--- config.mk ---
export PLATFORM = sky130hd
export DESIGN_NAME = uart_rx_word
export DESIGN_NICKNAME = d
export VERILOG_FILES = /design/src/rtl/uart_pkg.sv /design/src/rtl/uart_rx_byte.sv /design/src/rtl/uart_rx_word.sv
export SDC_FILE = /design/constraint.sdc
export NUM_CORES = 1
export LEC_CHECK = 0
export BUFFER_PORTS_ARGS = -buffer_cell sky130_fd_sc_hd__buf_2
export CORE_MARGIN = 3
export CORE_UTILIZATION = 59
export CTS_CLUSTER_DIAMETER = 100
export DETAILED_ROUTE_END_ITERATION = 6
export GPL_TIMING_DRIVEN = 1
export MAX_ROUTING_LAYER = met4
export PLACE_DENSITY = 0.77
export SETUP_SLACK_MARGIN = 0.3
export SYNTH_ARGS = -nofsm -noshare
export SYNTH_HDL_FRONTEND = slang
export SYNTH_SLANG_ARGS = --single-unit
export TNS_END_PERCENT = 30
--- constraint.sdc ---
create_clock -name clk -period 2.2 [get_ports clk]
set_clock_uncertainty 0.05 [all_clocks]
set_input_delay 0 -clock clk [delete_from_list [all_inputs] [get_ports clk]]
set_output_delay 0 -clock clk [all_outputs]
set_load 0.005 [all_outputs]
--- src/rtl/uart_pkg.sv ---
// Shared UART definitions: byte-FSM state encoding and the bit-period divisor.
package uart_pkg;

    typedef enum logic [1:0] {
        ST_IDLE  = 2'd0,
        ST_START = 2'd1,
        ST_DATA  = 2'd2,
        ST_STOP  = 2'd3
    } uart_state_e;

    // Clocks per bit, truncated: (clk_mhz * 1e6) / baud
    function automatic int unsigned uart_div(input int unsigned clk_mhz,
                                             input int unsigned baud);
        longint unsigned hz;
        hz = 64'(clk_mhz) * 64'd1000000;
        return 32'(hz / 64'(baud));
    endfunction

endpackage

--- src/rtl/uart_rx_byte.sv ---
// UART byte receiver: 2-flop line synchronizer, start/data/stop FSM, bit timer.
// Stop-bit results are combinational strobes so the word layer can register
// its outputs in the cycle right after the stop sample.
module uart_rx_byte
    import uart_pkg::*;
#(
    parameter int unsigned CLK_RATE = 50,
    parameter int unsigned BAUD     = 115200
) (
    input  logic       clk,
    input  logic       rst_n,
    input  logic       i_srx,
    output logic       o_byte_valid,
    output logic [7:0] o_byte,
    output logic       o_frame_err,
    output logic       o_busy
);

    localparam int unsigned DIV  = uart_div(CLK_RATE, BAUD);
    localparam int unsigned HALF = DIV / 2;
    localparam int unsigned TW   = $clog2(DIV + 1);
    localparam logic [TW-1:0] DIV_LAST  = TW'(DIV - 1);
    localparam logic [TW-1:0] HALF_LAST = TW'(HALF - 1);

    logic          r_sync1;
    logic          r_sync2;
    logic          r_prev;
    logic [1:0]    r_flush;
    logic          r_armed;
    uart_state_e   r_state;
    logic [TW-1:0] r_timer;
    logic [2:0]    r_bit_idx;
    logic [7:0]    r_shift;

    logic          w_fall;
    logic          w_stop_tick;

    // A start edge only counts once the line has been seen high after reset,
    // so a line held low through reset release cannot fake a frame.
    assign w_fall      = r_armed & r_prev & ~r_sync2;
    assign w_stop_tick = (r_state == ST_STOP) && (r_timer == DIV_LAST);

    assign o_byte_valid = w_stop_tick & r_sync2;
    assign o_frame_err  = w_stop_tick & ~r_sync2;
    assign o_byte       = r_shift;
    assign o_busy       = (r_state != ST_IDLE);

    // Synchronize the line, keep its previous value, and arm after a flush
    always_ff @(posedge clk or negedge rst_n) begin
        if (!rst_n) begin
            r_sync1 <= 1'b1;
            r_sync2 <= 1'b1;
            r_prev  <= 1'b1;
            r_flush <= 2'd0;
            r_armed <= 1'b0;
        end else begin
            r_sync1 <= i_srx;
            r_sync2 <= r_sync1;
            r_prev  <= r_sync2;
            if (r_flush != 2'd2) begin
                r_flush <= r_flush + 2'd1;
            end else if (r_sync2) begin
                r_armed <= 1'b1;
            end
        end
    end

    // Byte FSM: mid-bit sampling of start, 8 data bits LSB first, stop
    always_ff @(posedge clk or negedge rst_n) begin
        if (!rst_n) begin
            r_state   <= ST_IDLE;
            r_timer   <= '0;
            r_bit_idx <= 3'd0;
            r_shift   <= 8'd0;
        end else begin
            case (r_state)
                ST_IDLE: begin
                    r_timer <= '0;
                    if (w_fall) begin
                        r_state <= ST_START;
                    end
                end
                ST_START: begin
                    if (r_timer == HALF_LAST) begin
                        r_timer   <= '0;
                        r_bit_idx <= 3'd0;
                        r_state   <= r_sync2 ? ST_IDLE : ST_DATA;
                    end else begin
                        r_timer <= r_timer + TW'(1);
                    end
                end
                ST_DATA: begin
                    if (r_timer == DIV_LAST) begin
                        r_timer <= '0;
                        r_shift <= {r_sync2, r_shift[7:1]};
                        if (r_bit_idx == 3'd7) begin
                            r_state <= ST_STOP;
                        end else begin
                            r_bit_idx <= r_bit_idx + 3'd1;
                        end
                    end else begin
                        r_timer <= r_timer + TW'(1);
                    end
                end
                ST_STOP: begin
                    if (r_timer == DIV_LAST) begin
                        r_timer <= '0;
                        r_state <= ST_IDLE;
                    end else begin
                        r_timer <= r_timer + TW'(1);
                    end
                end
                default: begin
                    r_state <= ST_IDLE;
                    r_timer <= '0;
                end
            endcase
        end
    end

endmodule

--- src/rtl/uart_rx_word.sv ---
// UART word receiver: packs four received bytes big-endian into a 32-bit word,
// pulses ready on completion, and drops a stale partial word after a long idle.
module uart_rx_word
    import uart_pkg::*;
#(
    parameter int unsigned CLK_RATE      = 50,
    parameter int unsigned BAUD          = 115200,
    parameter int unsigned TIMEOUT_BYTES = 16
) (
    input  logic        clk,
    input  logic        rst_n,
    input  logic        srx,
    output logic        ready,
    output logic [31:0] rx_word,
    output logic        frame_err
);

    localparam int unsigned DIV = uart_div(CLK_RATE, BAUD);
    localparam int unsigned TMO = TIMEOUT_BYTES * 10 * DIV;
    localparam int unsigned TOW = $clog2(TMO + 1);
    localparam logic [TOW-1:0] TMO_LAST = TOW'(TMO - 1);

    logic           w_byte_valid;
    logic [7:0]     w_byte;
    logic           w_frame_err;
    logic           w_busy;
    logic           w_timeout;

    logic [1:0]     r_byte_cnt;
    logic [23:0]    r_partial;
    logic [TOW-1:0] r_idle_cnt;

    uart_rx_byte #(
        .CLK_RATE (CLK_RATE),
        .BAUD     (BAUD)
    ) u_byte (
        .clk          (clk),
        .rst_n        (rst_n),
        .i_srx        (srx),
        .o_byte_valid (w_byte_valid),
        .o_byte       (w_byte),
        .o_frame_err  (w_frame_err),
        .o_busy       (w_busy)
    );

    assign w_timeout = (r_byte_cnt != 2'd0) && !w_busy && (r_idle_cnt == TMO_LAST);

    // Count idle clocks while a partial word is pending and no frame is in flight
    always_ff @(posedge clk or negedge rst_n) begin
        if (!rst_n) begin
            r_idle_cnt <= '0;
        end else if ((r_byte_cnt == 2'd0) || w_busy || w_byte_valid || w_timeout) begin
            r_idle_cnt <= '0;
        end else begin
            r_idle_cnt <= r_idle_cnt + TOW'(1);
        end
    end

    // Assemble bytes MSB-first; publish the word and single-cycle strobes
    always_ff @(posedge clk or negedge rst_n) begin
        if (!rst_n) begin
            r_byte_cnt <= 2'd0;
            r_partial  <= 24'd0;
            rx_word    <= 32'd0;
            ready      <= 1'b0;
            frame_err  <= 1'b0;
        end else begin
            ready     <= 1'b0;
            frame_err <= 1'b0;
            if (w_frame_err) begin
                frame_err  <= 1'b1;
                r_byte_cnt <= 2'd0;
            end else if (w_byte_valid) begin
                if (r_byte_cnt == 2'd3) begin
                    rx_word <= {r_partial, w_byte};
                    ready   <= 1'b1;
                end else begin
                    r_partial <= {r_partial[15:0], w_byte};
                end
                r_byte_cnt <= r_byte_cnt + 2'd1;
            end else if (w_timeout) begin
                r_byte_cnt <= 2'd0;
            end
        end
    end

endmodule
==> Yosys cells after proc, flatten, opt, wreduce, memory -nomap -nowiden <==
Index checks and enable logic that the tools add are counted.
W data, S select, Z words.
{ "op_classes": {"addsub": 5, "n_eq_ne": 15, "mux": 22, "bitwise": 8, "reduce_logical": 20} }
{ "ops": {"columns": ["op", "count"], "rows": [
  ["$pmux W9 S3", 1],
  ["$mux W2", 9],
  ["$mux W9", 2],
  ["$add A17 B1 Y17 const B", 1],
  ["$eq A17 B17 Y1 const B", 1],
  ["$mux W17", 1],
  ["$add A9 B1 Y9 const B", 1],
  ["$eq A9 B8 Y1 const B", 1],
  ["$eq A9 B9 Y1 const B", 1],
  ["$mux W3", 3],
  ["$ne A2 B1 Y1 const B", 4],
  ["$pmux W2 S4", 1],
  ["$eq A2 B2 Y1 const B", 3],
  ["$ne A2 B2 Y1 const B", 3],
  ["$pmux W3 S2", 1],
  ["$reduce_and A3 Y1", 2],
  ["$reduce_bool A2 Y1", 3],
  ["$reduce_and A5 Y1", 1],
  ["$add A2 B1 Y2 const B", 2],
  ["$and A1 B1 Y1", 4],
  ["$logic_not A2 Y1", 2],
  ["$mux W1", 4],
  ["$not A1 Y1", 4],
  ["$reduce_and A2 Y1", 2],
  ["other kinds (9)", 13]
]} }
{ "totals": {"reg_bits": 105, "inputBits": 3, "out_inout_bits": 34, "elab_cells": 85} }

==> Logic depth before layout (Yosys ltp) <==
Gate-level depths: netlist (run 1).
{ "depth": {"word_depth": 7, "ltp_mapped": 7} }

==> Cells and area by module <==
A second synthesis (run 1) with hierarchy kept.
{ "hier_totals": {"hier_cells": 338, "hier_area_um2": 4464.3} }
{ "modules_own_cells": {"columns": ["module", "n_inst", "cells_each", "area_each_um2", "seq_area_each_um2"], "rows": [
  ["uart_rx_word", 1, 226, 3129.3, 1926.8],
  ["uart_rx_byte", 1, 112, 1335.0, 704.4]
]} }

==> Worst setup path after synthesis (run 1) <==
No wires, ideal clock.
{ "synth_path": {"path_type": "register to register", "from": "register u_byte.r_timer[1]", "to": "register r_partial[10]", "setup_ns": 0.125, "arrival_time_ns": 1.824, "setup_slack_ns": 0.201, "stages_incl_launch_ff": 8, "path_cell_list": "dfrtp_1 inv_1 ha_1 and4bb_2 nand4_4 nor3b_4 buf_6 mux2_2"} }
{ "synth_between": {"elab_chain_len": 5} }
{ "synth_lines": {"columns": ["item", "line_no", "rtl"], "rows": [
  ["start, declared", "uart_rx_byte.sv:31", "logic [TW-1:0] r_timer;"],
  ["start signal, assigned", "uart_rx_byte.sv:89", "r_timer <= r_timer + TW'(1);"],
  ["start signal, assigned", "uart_rx_byte.sv:102", "r_timer <= r_timer + TW'(1);"],
  ["start signal, assigned", "uart_rx_byte.sv:110", "r_timer <= r_timer + TW'(1);"],
  ["$eq A9 B9 Y1 *", "uart_rx_byte.sv:41", "assign w_stop_tick = (r_state == ST_STOP) && (r_timer == DIV_LAST);"],
  ["$logic_and A1 B1 Y1 *", "uart_rx_byte.sv:41", null],
  ["$and A1 B1 Y1", "uart_rx_byte.sv:44", "assign o_frame_err = w_stop_tick & ~r_sync2;"],
  ["$not A1 Y1 (no line)", null, null],
  ["$reduce_and A3 Y1 (no line) *", null, null],
  ["end signal, assigned", "uart_rx_word.sv:78", "r_partial <= {r_partial[15:0], w_byte};"],
  ["end, declared", "uart_rx_word.sv:30", "logic [23:0] r_partial;"]
]} }
Every way passes the cells marked *; elsewhere a longest branch is shown, timed or not.
A chain may end at the register's enable or synchronous reset.

==> Final worst setup path (run 1) <==
{ "layout_path": {"from": "register u_byte.r_timer[1]", "to": "register r_partial[19]"} }
The elaborated chain is that of the path after synthesis.

==> results.cfg, run 1 <==
[die]
start_util = 0.629
die_h_um = 92.7
die-area_um2 = 8600
num_rows = 30
core_area_um2 = 7060
die_x_um = 92.7
io-pin-count = 37

[run]
max-cap-violations = 0

[worst_setup_path]
required_ns = 2.40
path_cells = inv_2 > ha_4 > and4bb_2 > nand4_4 > nor3b_4 > buf_6 > buf_12 > mux2_2
reg2reg_slack_ns = 0.12
worstRegToRegCells = 8
r2r-start = u_byte.r_timer[1]$_DFF_PN0_
path_buf_inv = 3
crit_arrival_ns = 2.28
path_class = reg -> reg
end_kind = register
worst_path_max_delay_cell = dfrtp_1
start_kind = register
critPathMaxStageDelay_ns = 0.40
cp_top_family = simple AND/OR/NAND/NOR gates
r2r-end = r_partial[19]$_DFFE_PN0P_
crit_fanout = 6

[sta]
worst_pin_slew_ns = 0.550
layout_setup_ws_ns = 0.125
layout_min_cycle_time_ns = 2.08
setup_tns_ns = 0
final-setup-viol-count = 0
clock.fmax_mhz = 482
slew_violations = 0
hold_violations = 0
finalCritPeriodShare = 0.943
rsz0062_at_grt = true
slew_headroom = 0.633

[global_routing]
antenna_found_initial = 0
gr-usage-all-layers = 0.202
grt_pass1_vias = 2648
grt_max_degree = 44
grt_pass1_wl_um = 13200
overflow = 0

[synthesis]
synth_area_um2 = 4440
netlist.area_leader.share = 0.575
synth.area.top_cells = dfrtp_1 (58%), mux2_2 (17%), xnor2_1 (3.6%)
postSynthAreaPerCell_um2 = 13.4
syn-num-nets = 343
synth_edf_count = 0
yosysWarnings = 0
ys.flop_type = dfrtp_1
async_reset_ff_frac = 1.00
synth_largest_area_cell = dfrtp_1
yosysSeqAreaShare = 0.593
netlist_instances = 331
synth_seq_cells = 105
ys_types = 45

[finish]
nets = 399
n_antenna_cell = 0
areaGrowthSynthToFinish_pct = 17.2
drive_above_1_share = 0.375
finish.utilization = 0.737

[power_and_ir_drop]
fin_total_pwr_w = 0.00356
max-vdd-ir-drop_v = 0.000431
power_leakage_nw = 2.51
powerDensity_nw_per_um2 = 684

[place]
finalWeightedCongestion = 0.801
pre_cts_ws_ns = 0.136
portBuffers = 36
hpwlAfterDp_um = 5040

[routing]
drt-pass1-iter-count = 5
ant_nets = 0
postRouteWirelength_um = 8100
wl_per_cell_um = 16.6
drc = 0
viasPerCell = 5.59
drtIter0Drc = 87
num_vias = 2730

[worst_hold_path]
hp-class = in -> async

[cts]
clkTransAtPathRegs_ns = 0.11
cts_tree = yes
ctsHtreeMaxLevel = 3
numCtsBuffers = 9
insertion_delay_ns = 0.37
cts_root_buf = clkbuf_8
clock_path_buffers = 2
cts.sinks = 105

[outcome]
outcome = finished, final reports clean
synth_stat cells, types with 2 or more instances:
cell type  count
clkbuf_1       3
and3_1         2
o21ai_0        2
o22ai_1        2
dfrtp_1      102
a22o_1         3
nor4_1         4
nand2_1       15
xor2_1         5
mux2i_1        2
nand4_1        7
buf_6          5
nor3_1         7
nand3_1       10
and4_1         2
xnor2_1       18
inv_1          7
a21oi_1        2
nor2_1        30
nor2b_1        2
mux2_2        67
ha_1           9
dfstp_2        3
worst reg2reg max path: stages, from the launching register on:
cell	delay (ns)
dfrtp_1	0.40
inv_2	0.08
ha_4	0.11
and4bb_2	0.28
nand4_4	0.13
nor3b_4	0.24
buf_6	0.18
buf_12	0.13
mux2_2	0.35
flip-flops by register name, indices dropped and copies added (netlist names), 2 cells and up, named ones only:
signal,flops
rx_word,32
r_idle_cnt,17
r_byte_cnt,2
u_byte.r_timer,9
u_byte.r_flush,2
u_byte.o_byte,8
r_partial,24
u_byte.r_bit_idx,3
cell type report:
class / instances / area, um2
Sequential cell: 105 / 2630
Fill cell: 486 / 1850
Multi-Input combinational cell: 208 / 1770
Timing Repair Buffer: 56 / 434
Clock buffer: 9 / 124
Tap cell: 96 / 120
Clock inverter: 7 / 95.1
Inverter: 7 / 26.3
report_power, final:
| group | leakage (nW) | internal (W) | switching (W) |
|---|---|---|---|
| Combinational | 0.961 | 0.000125 | 0.000127 |
| Clock | 0.111 | 0.000562 | 0.000707 |
| Sequential | 1.44 | 0.00197 | 0.0000629 |
kinds of logic (layout without fill, tap and decap cells):
| logic type | Yosys count | after routing | synth area share |
|---|---|---|---|
| simple gates | 92 | 92 | 0.112 |
| compound gates | 15 | 15 | 0.0251 |
| xor+xnor | 23 | 23 | 0.0454 |
| mux | 69 | 69 | 0.175 |
| buf+inv | 18 | 79 | 0.0251 |
| flops | 105 | 105 | 0.593 |
| fa+ha+maj | 9 | 9 | 0.0254 |
cell usage in the layout (no fill, tap or decap), types with 2 or more instances in the layout:
cell / count
buf_12: 3
mux2_2: 50
inv_8: 2
inv_6: 2
buf_2: 35
nand2_1: 15
dlygate4sd3_1: 2
dfstp_2: 3
nand4_1: 7
nand3_1: 10
mux2i_1: 2
a22o_1: 3
nor3_1: 7
o22ai_1: 2
buf_4: 12
nor4_1: 4
a21oi_1: 2
and4_1: 2
clkbuf_8: 9
ha_1: 8
mux2_4: 17
and3_1: 2
dfrtp_1: 102
nor2_1: 30
clkbuf_16: 2
nor2b_1: 2
o21ai_0: 2
inv_1: 6
xor2_1: 5
xnor2_1: 18
layer usage:
layer | track usage | up-vias | wire, um
met5 | - | - | 0
met4 | 0.0684 | 0 | 128
met3 | 0.0561 | 14 | 341
met2 | 0.316 | 60 | 4000
met1 | 0.258 | 1377 | 3630
li1 | - | 1279 | -
worst max path at each step:
stage	start	end	slack, ns	cells past startpoint
floorplan	u_byte.r_timer[1]$_DFF_PN0_	r_partial[10]$_DFFE_PN0P_	0.21	7
global placement	u_byte.r_timer[1]$_DFF_PN0_	r_partial[17]$_DFFE_PN0P_	0.21	7
detailed placement	u_byte.r_timer[1]$_DFF_PN0_	r_partial[14]$_DFFE_PN0P_	0.14	7
CTS	u_byte.r_timer[1]$_DFF_PN0_	r_partial[14]$_DFFE_PN0P_	0.19	8
global route	u_byte.r_timer[1]$_DFF_PN0_	r_partial[19]$_DFFE_PN0P_	0.05	8
finish	u_byte.r_timer[1]$_DFF_PN0_	r_partial[19]$_DFFE_PN0P_	0.12	8
per-stage QoR:
| step | instance area (um2) | hold WS [ns] | cells |
|---|---|---|---|
| final | 5200 | 0.0970 | 488 |
| after detailed placement | 4750 | -0.0240 | 459 |
| after global placement | 4750 | -0.0242 | 459 |
| after floorplan | 4440 | -0.346 | 331 |
| after CTS | 5050 | 0.109 | 482 |
| after global routing | 5200 | 0.124 | 488 |
what timing repair did:
action | in CTS | in global routing
endpoints found under the hold margin | 79 | 0
gates resized for setup | 2 | 20
hold buffers | 2 | 0
gates cloned | 1 | 2
buffers inserted | 4 | 4
pin swaps | 2 | 1
endpoints found under the setup margin | 64 | 73
Power figures use the tool's default switching activity.
==> run 2, diff against run 1 <==
Clock period 2.2 ns to 2 ns, I/O delays scaled along.
==> results.cfg, run 2 (synthesis gave the netlist of run 1 again) <==
[power_and_ir_drop]
max-vdd-ir-drop_v = 0.000445
power_leakage_nw = 2.53
fin_total_pwr_w = 0.00387
powerDensity_nw_per_um2 = 721

[die]
die_h_um = 92.7
die-area_um2 = 8600
die_x_um = 92.7
start_util = 0.629
io-pin-count = 37
num_rows = 30
core_area_um2 = 7060

[worst_setup_path]
path_class = reg -> reg
crit_arrival_ns = 2.22
end_kind = register
crit_fanout = 6
required_ns = 2.21
start_kind = register

[finish]
fill_cells = 447
final_cell_mix = dfrtp_1 (96), mux2_2 (44), buf_2 (35)
largest_reg_flops = 32
top_register = rx_word
finish.utilization = 0.761
reg.largest.list = rx_word (32), r_partial (24), r_idle_cnt (17)
areaGrowthSynthToFinish_pct = 21.0
layout_commonest_cell = dfrtp_1
drive_above_1_share = 0.431
postLayoutCellArea_um2 = 5370
n_antenna_cell = 0
nets = 406

[global_routing]
grt_pass1_wl_um = 13300
grt_pass1_vias = 2771
antenna_found_initial = 0
grt_max_degree = 52
overflow = 0
gr-usage-all-layers = 0.201

[routing]
highest_layer = met4
num_vias = 2743
dr_wl_met3_um = 265
drt-pass1-iter-count = 4
drc = 0
drtIter0Drc = 68
postRouteWirelength_um = 8180
route.met2.wl_um = 4170
ant_nets = 0
wl_met1_um = 3660
viasPerCell = 5.54
wl_per_cell_um = 16.5

[sta]
hold_violations = 0
clock.fmax_mhz = 498
worst_pin_slew_ns = 0.439
layout_min_cycle_time_ns = 2.01
final-setup-viol-count = 4
finalCritPeriodShare = 1.00
slew_violations = 0
slew_headroom = 0.704
hold_ws_ns = 0.0607
layout_setup_ws_ns = -0.00675
rsz0062_at_grt = true

[worst_hold_path]
hp-class = in -> async

[outcome]
violations = setup timing
outcome = complete, but fails checks

[cts]
ctsHtreeMaxLevel = 3
insertion_delay_ns = 0.36
numCtsBuffers = 9
clock_path_buffers = 2
clkTransAtPathRegs_ns = 0.10
cts_tree = yes
cts_root_buf = clkbuf_8
cts.sinks = 105

[place]
pre_cts_ws_ns = 0.0213
portBuffers = 36
placed_cell_area_um2 = 4810
finalWeightedCongestion = 0.830
hpwlAfterDp_um = 4930

[run]
max-cap-violations = 0
[run 2: cell count changes in the layout (fill, tap and decap cells not counted), sizes merged]
cell      previous run  this run
buf                 52        59
clkbuf              11        13
clkinv               2         0
clkinvlp             0         3
inv                 11         8
[run 2: metrics by stage]
stage	TNS, ns	std cells
2_1_floorplan	0	331
3_3_place_gp	0	468
3_5_place_dp	0	468
4_1_cts	0	492
5_1_grt	-0.832	495
6_report	-0.0153	495
[run 2: power breakdown]
group / internal [W] / switching, W / leakage [nW] / total [W]
clock: 0.000622 / 0.000722 / 0.0937 / 0.00134
sequential: 0.00217 / 0.0000302 / 1.43 / 0.00220
combinational: 0.000153 / 0.000174 / 1.01 / 0.000327
[run 2: worst paths after layout]
| kind | startpoint | end | slack (ns) | depth (start not counted) |
|---|---|---|---|---|
| setup reg to reg | u_byte.r_timer[1]$_DFF_PN0_ | r_partial[21]$_DFFE_PN0P_ | -0.007 | 8 |
| setup / recovery | u_byte.r_timer[1]$_DFF_PN0_ | r_partial[21]$_DFFE_PN0P_ | -0.007 | 8 |
| max in group asynchronous | rst_n | u_byte.r_prev$_DFF_PN1_ | 1.19 | 3 |
| hold reg to reg | u_byte.r_sync1$_DFF_PN1_ | u_byte.r_sync2$_DFF_PN1_ | 0.32 | 0 |
| min in group clk | srx | u_byte.r_sync1$_DFF_PN1_ | 0.24 | 2 |
| hold / removal | rst_n | r_partial[16]$_DFFE_PN0P_ | 0.06 | 2 |
[run 2: cell type report]
type | count | area (um2) | share of cell area
clock inverters | 5 | 63.8 | 0.0119
flip-flops and latches | 105 | 2640 | 0.491
well taps | 96 | 120 | 0.0224
multi-input cells | 208 | 1880 | 0.350
clock buffers | 11 | 141 | 0.0263
repair buffers | 63 | 502 | 0.0935
inverters | 7 | 26.3 | 0.00489
[run 2: metal layers]
metal / up-vias / track usage
li1: 1291 / -
met1: 1394 / 0.266
met2: 48 / 0.319
met3: 10 / 0.0536
met4: 0 / 0.0427
met5: - / -
[run 2: worst max-delay path, cell delays in order, from the launching register on]
cell and delay, ns:
dfrtp_1 0.40, inv_2 0.07, ha_1 0.13, and4bb_2 0.27, nand4_4 0.12, nor3b_4 0.25, buf_6 0.16, clkbuf_16 0.15
mux2_4 0.30
[run 2: repair_timing]
action / 4_1_cts / 5_1_grt
pin swaps: 1 / 13
gates cloned: 1 / 2
endpoints found under the hold margin: 105 / 0
gates resized for setup: 2 / 56
setup endpoints to repair: 93 / 94
setup buffers: 5 / 1
hold buffers: 2 / 0
==> run 3, diff against run 2 <==
Settings changed: GPL_TIMING_DRIVEN 1 to 0.
==> results.cfg, run 3 (synthesis gave the netlist of run 1 again) <==
[worst_setup_path]
required_ns = 2.22
reg2reg_slack_ns = -0.06
path_class = reg -> reg
crit_fanout = 6
crit_arrival_ns = 2.27
end_kind = register
start_kind = register

[sta]
slew_violations = 0
layout_min_cycle_time_ns = 2.06
hold_violations = 0
worst_pin_slew_ns = 0.676
finalCritPeriodShare = 1.03
slew_headroom = 0.549
final-setup-viol-count = 24
hold_ws_ns = 0.158
layout_setup_ws_ns = -0.0558
clock.fmax_mhz = 486
rsz0062_at_grt = true

[cts]
cts.sinks = 105
ctsHtreeMaxLevel = 3
clkTransAtPathRegs_ns = 0.11
cts_tree = yes
cts_root_buf = clkbuf_8
insertion_delay_ns = 0.38
numCtsBuffers = 9
clock_path_buffers = 2

[place]
hpwlAfterDp_um = 5090
portBuffers = 36
finalWeightedCongestion = 0.733

[finish]
largest_reg_flops = 32
nets = 419
layout_commonest_cell = dfrtp_1
top_register = rx_word
drive_above_1_share = 0.476
final-seq-area_um2 = 2640
reg.largest.list = rx_word (32), r_partial (24), r_idle_cnt (17)
areaGrowthSynthToFinish_pct = 26.3
n_antenna_cell = 0
fill_cells = 419
multi_input_area_um2 = 1990
final_cell_mix = dfrtp_1 (97), mux2_4 (37), buf_2 (35)

[outcome]
outcome = complete, but fails checks
violations = setup timing

[die]
io-pin-count = 37
die_h_um = 92.7
die-area_um2 = 8600
die_x_um = 92.7
start_util = 0.629
core_area_um2 = 7060
num_rows = 30

[global_routing]
grt_pass1_wl_um = 15000
grt_pass1_vias = 2949
grt_max_degree = 56
overflow = 0
antenna_found_initial = 0
gr-usage-all-layers = 0.233

[power_and_ir_drop]
fin_total_pwr_w = 0.00380
p_comb_frac = 0.072
p_sw_frac = 0.265
powerDensity_nw_per_um2 = 677
clockPowerShare = 0.339
power_leakage_nw = 2.64
seq_power_share = 0.588
internal_power_w = 0.00279
p_switching_w = 0.00101
max-vdd-ir-drop_v = 0.000500

[run]
max-cap-violations = 0

[routing]
wl_per_cell_um = 19.0
ant_nets = 0
num_vias = 2858
drc = 0
postRouteWirelength_um = 9650
drt-pass1-iter-count = 4
viasPerCell = 5.63
drtIter0Drc = 97

[worst_hold_path]
hp-class = in -> async
-- run 3: routing by layer --
layer | global-route usage | up-vias | share of wire
met5 | - | - | 0
met4 | 0.0708 | 0 | 0.017
met3 | 0.0552 | 16 | 0.028
met2 | 0.377 | 56 | 0.51
met1 | 0.294 | 1468 | 0.44
li1 | - | 1318 | -
-- run 3: path summary, 6_finish.rpt --
kind                                              from                           to  cells after the start
hold reg to reg               u_byte.r_sync1$_DFF_PN1_     u_byte.r_sync2$_DFF_PN1_                      0
min in group clk                                   srx     u_byte.r_sync1$_DFF_PN1_                      2
hold / removal                                   rst_n  u_byte.r_timer[2]$_DFF_PN0_                      2
max in group asynchronous                        rst_n      u_byte.r_prev$_DFF_PN1_                      3
setup reg to reg           u_byte.r_timer[1]$_DFF_PN0_      rx_word[14]$_DFFE_PN0P_                      7
setup / recovery           u_byte.r_timer[1]$_DFF_PN0_      rx_word[14]$_DFFE_PN0P_                      7
-- run 3: repair_timing --
action / in CTS / in global routing
hold endpoints to repair: 51 / 0
gates resized for setup: 42 / 64
pin swaps: 2 / 9
hold buffers: 2 / 0
buffers inserted: 12 / 9
cloned: 4 / 1
setup endpoints to repair: 92 / 97
-- run 3: power by group through the flow --
stage	clock, W	combinational (W)	sequential, W
floorplan	0	0.000138	0.00226
global placement	0	0.000204	0.00227
detailed placement	0	0.000217	0.00227
CTS	0.00131	0.000256	0.00223
global route	0.00139	0.000317	0.00224
finish	0.00129	0.000275	0.00223
-- run 3: layout make-up --
| type | instances | area share |
|---|---|---|
| inverter | 7 | 0.00469 |
| sequential | 105 | 0.471 |
| clock inverter | 7 | 0.0129 |
| clock buffer | 9 | 0.0221 |
| timing repair buffer | 65 | 0.0922 |
| tap | 96 | 0.0214 |
| buffer | 11 | 0.0203 |
| multi-input combinational | 208 | 0.356 |
-- run 3: metrics by stage --
stage	area, um2	setup TNS, ns	setup WS [ns]	utilization	std cells
floorplan	4440	0	0.0116	-	331
global placement	4740	-29.27	-0.213	0.671	463
detailed placement	4770	-9.53	-0.221	0.676	464
CTS	5310	0	0.0246	0.752	498
global route	5610	-2.38	-0.0962	0.794	508
finish	5610	-0.358	-0.0558	0.794	508
-- run 3: critical path, cell delays in order, from the launching register on --
cell and delay, ns:
dfrtp_1 0.40, inv_2 0.08, ha_4 0.11, and4bb_2 0.28, nand4_4 0.13, nor2_4 0.23, bufbuf_16 0.31, mux2_2 0.34
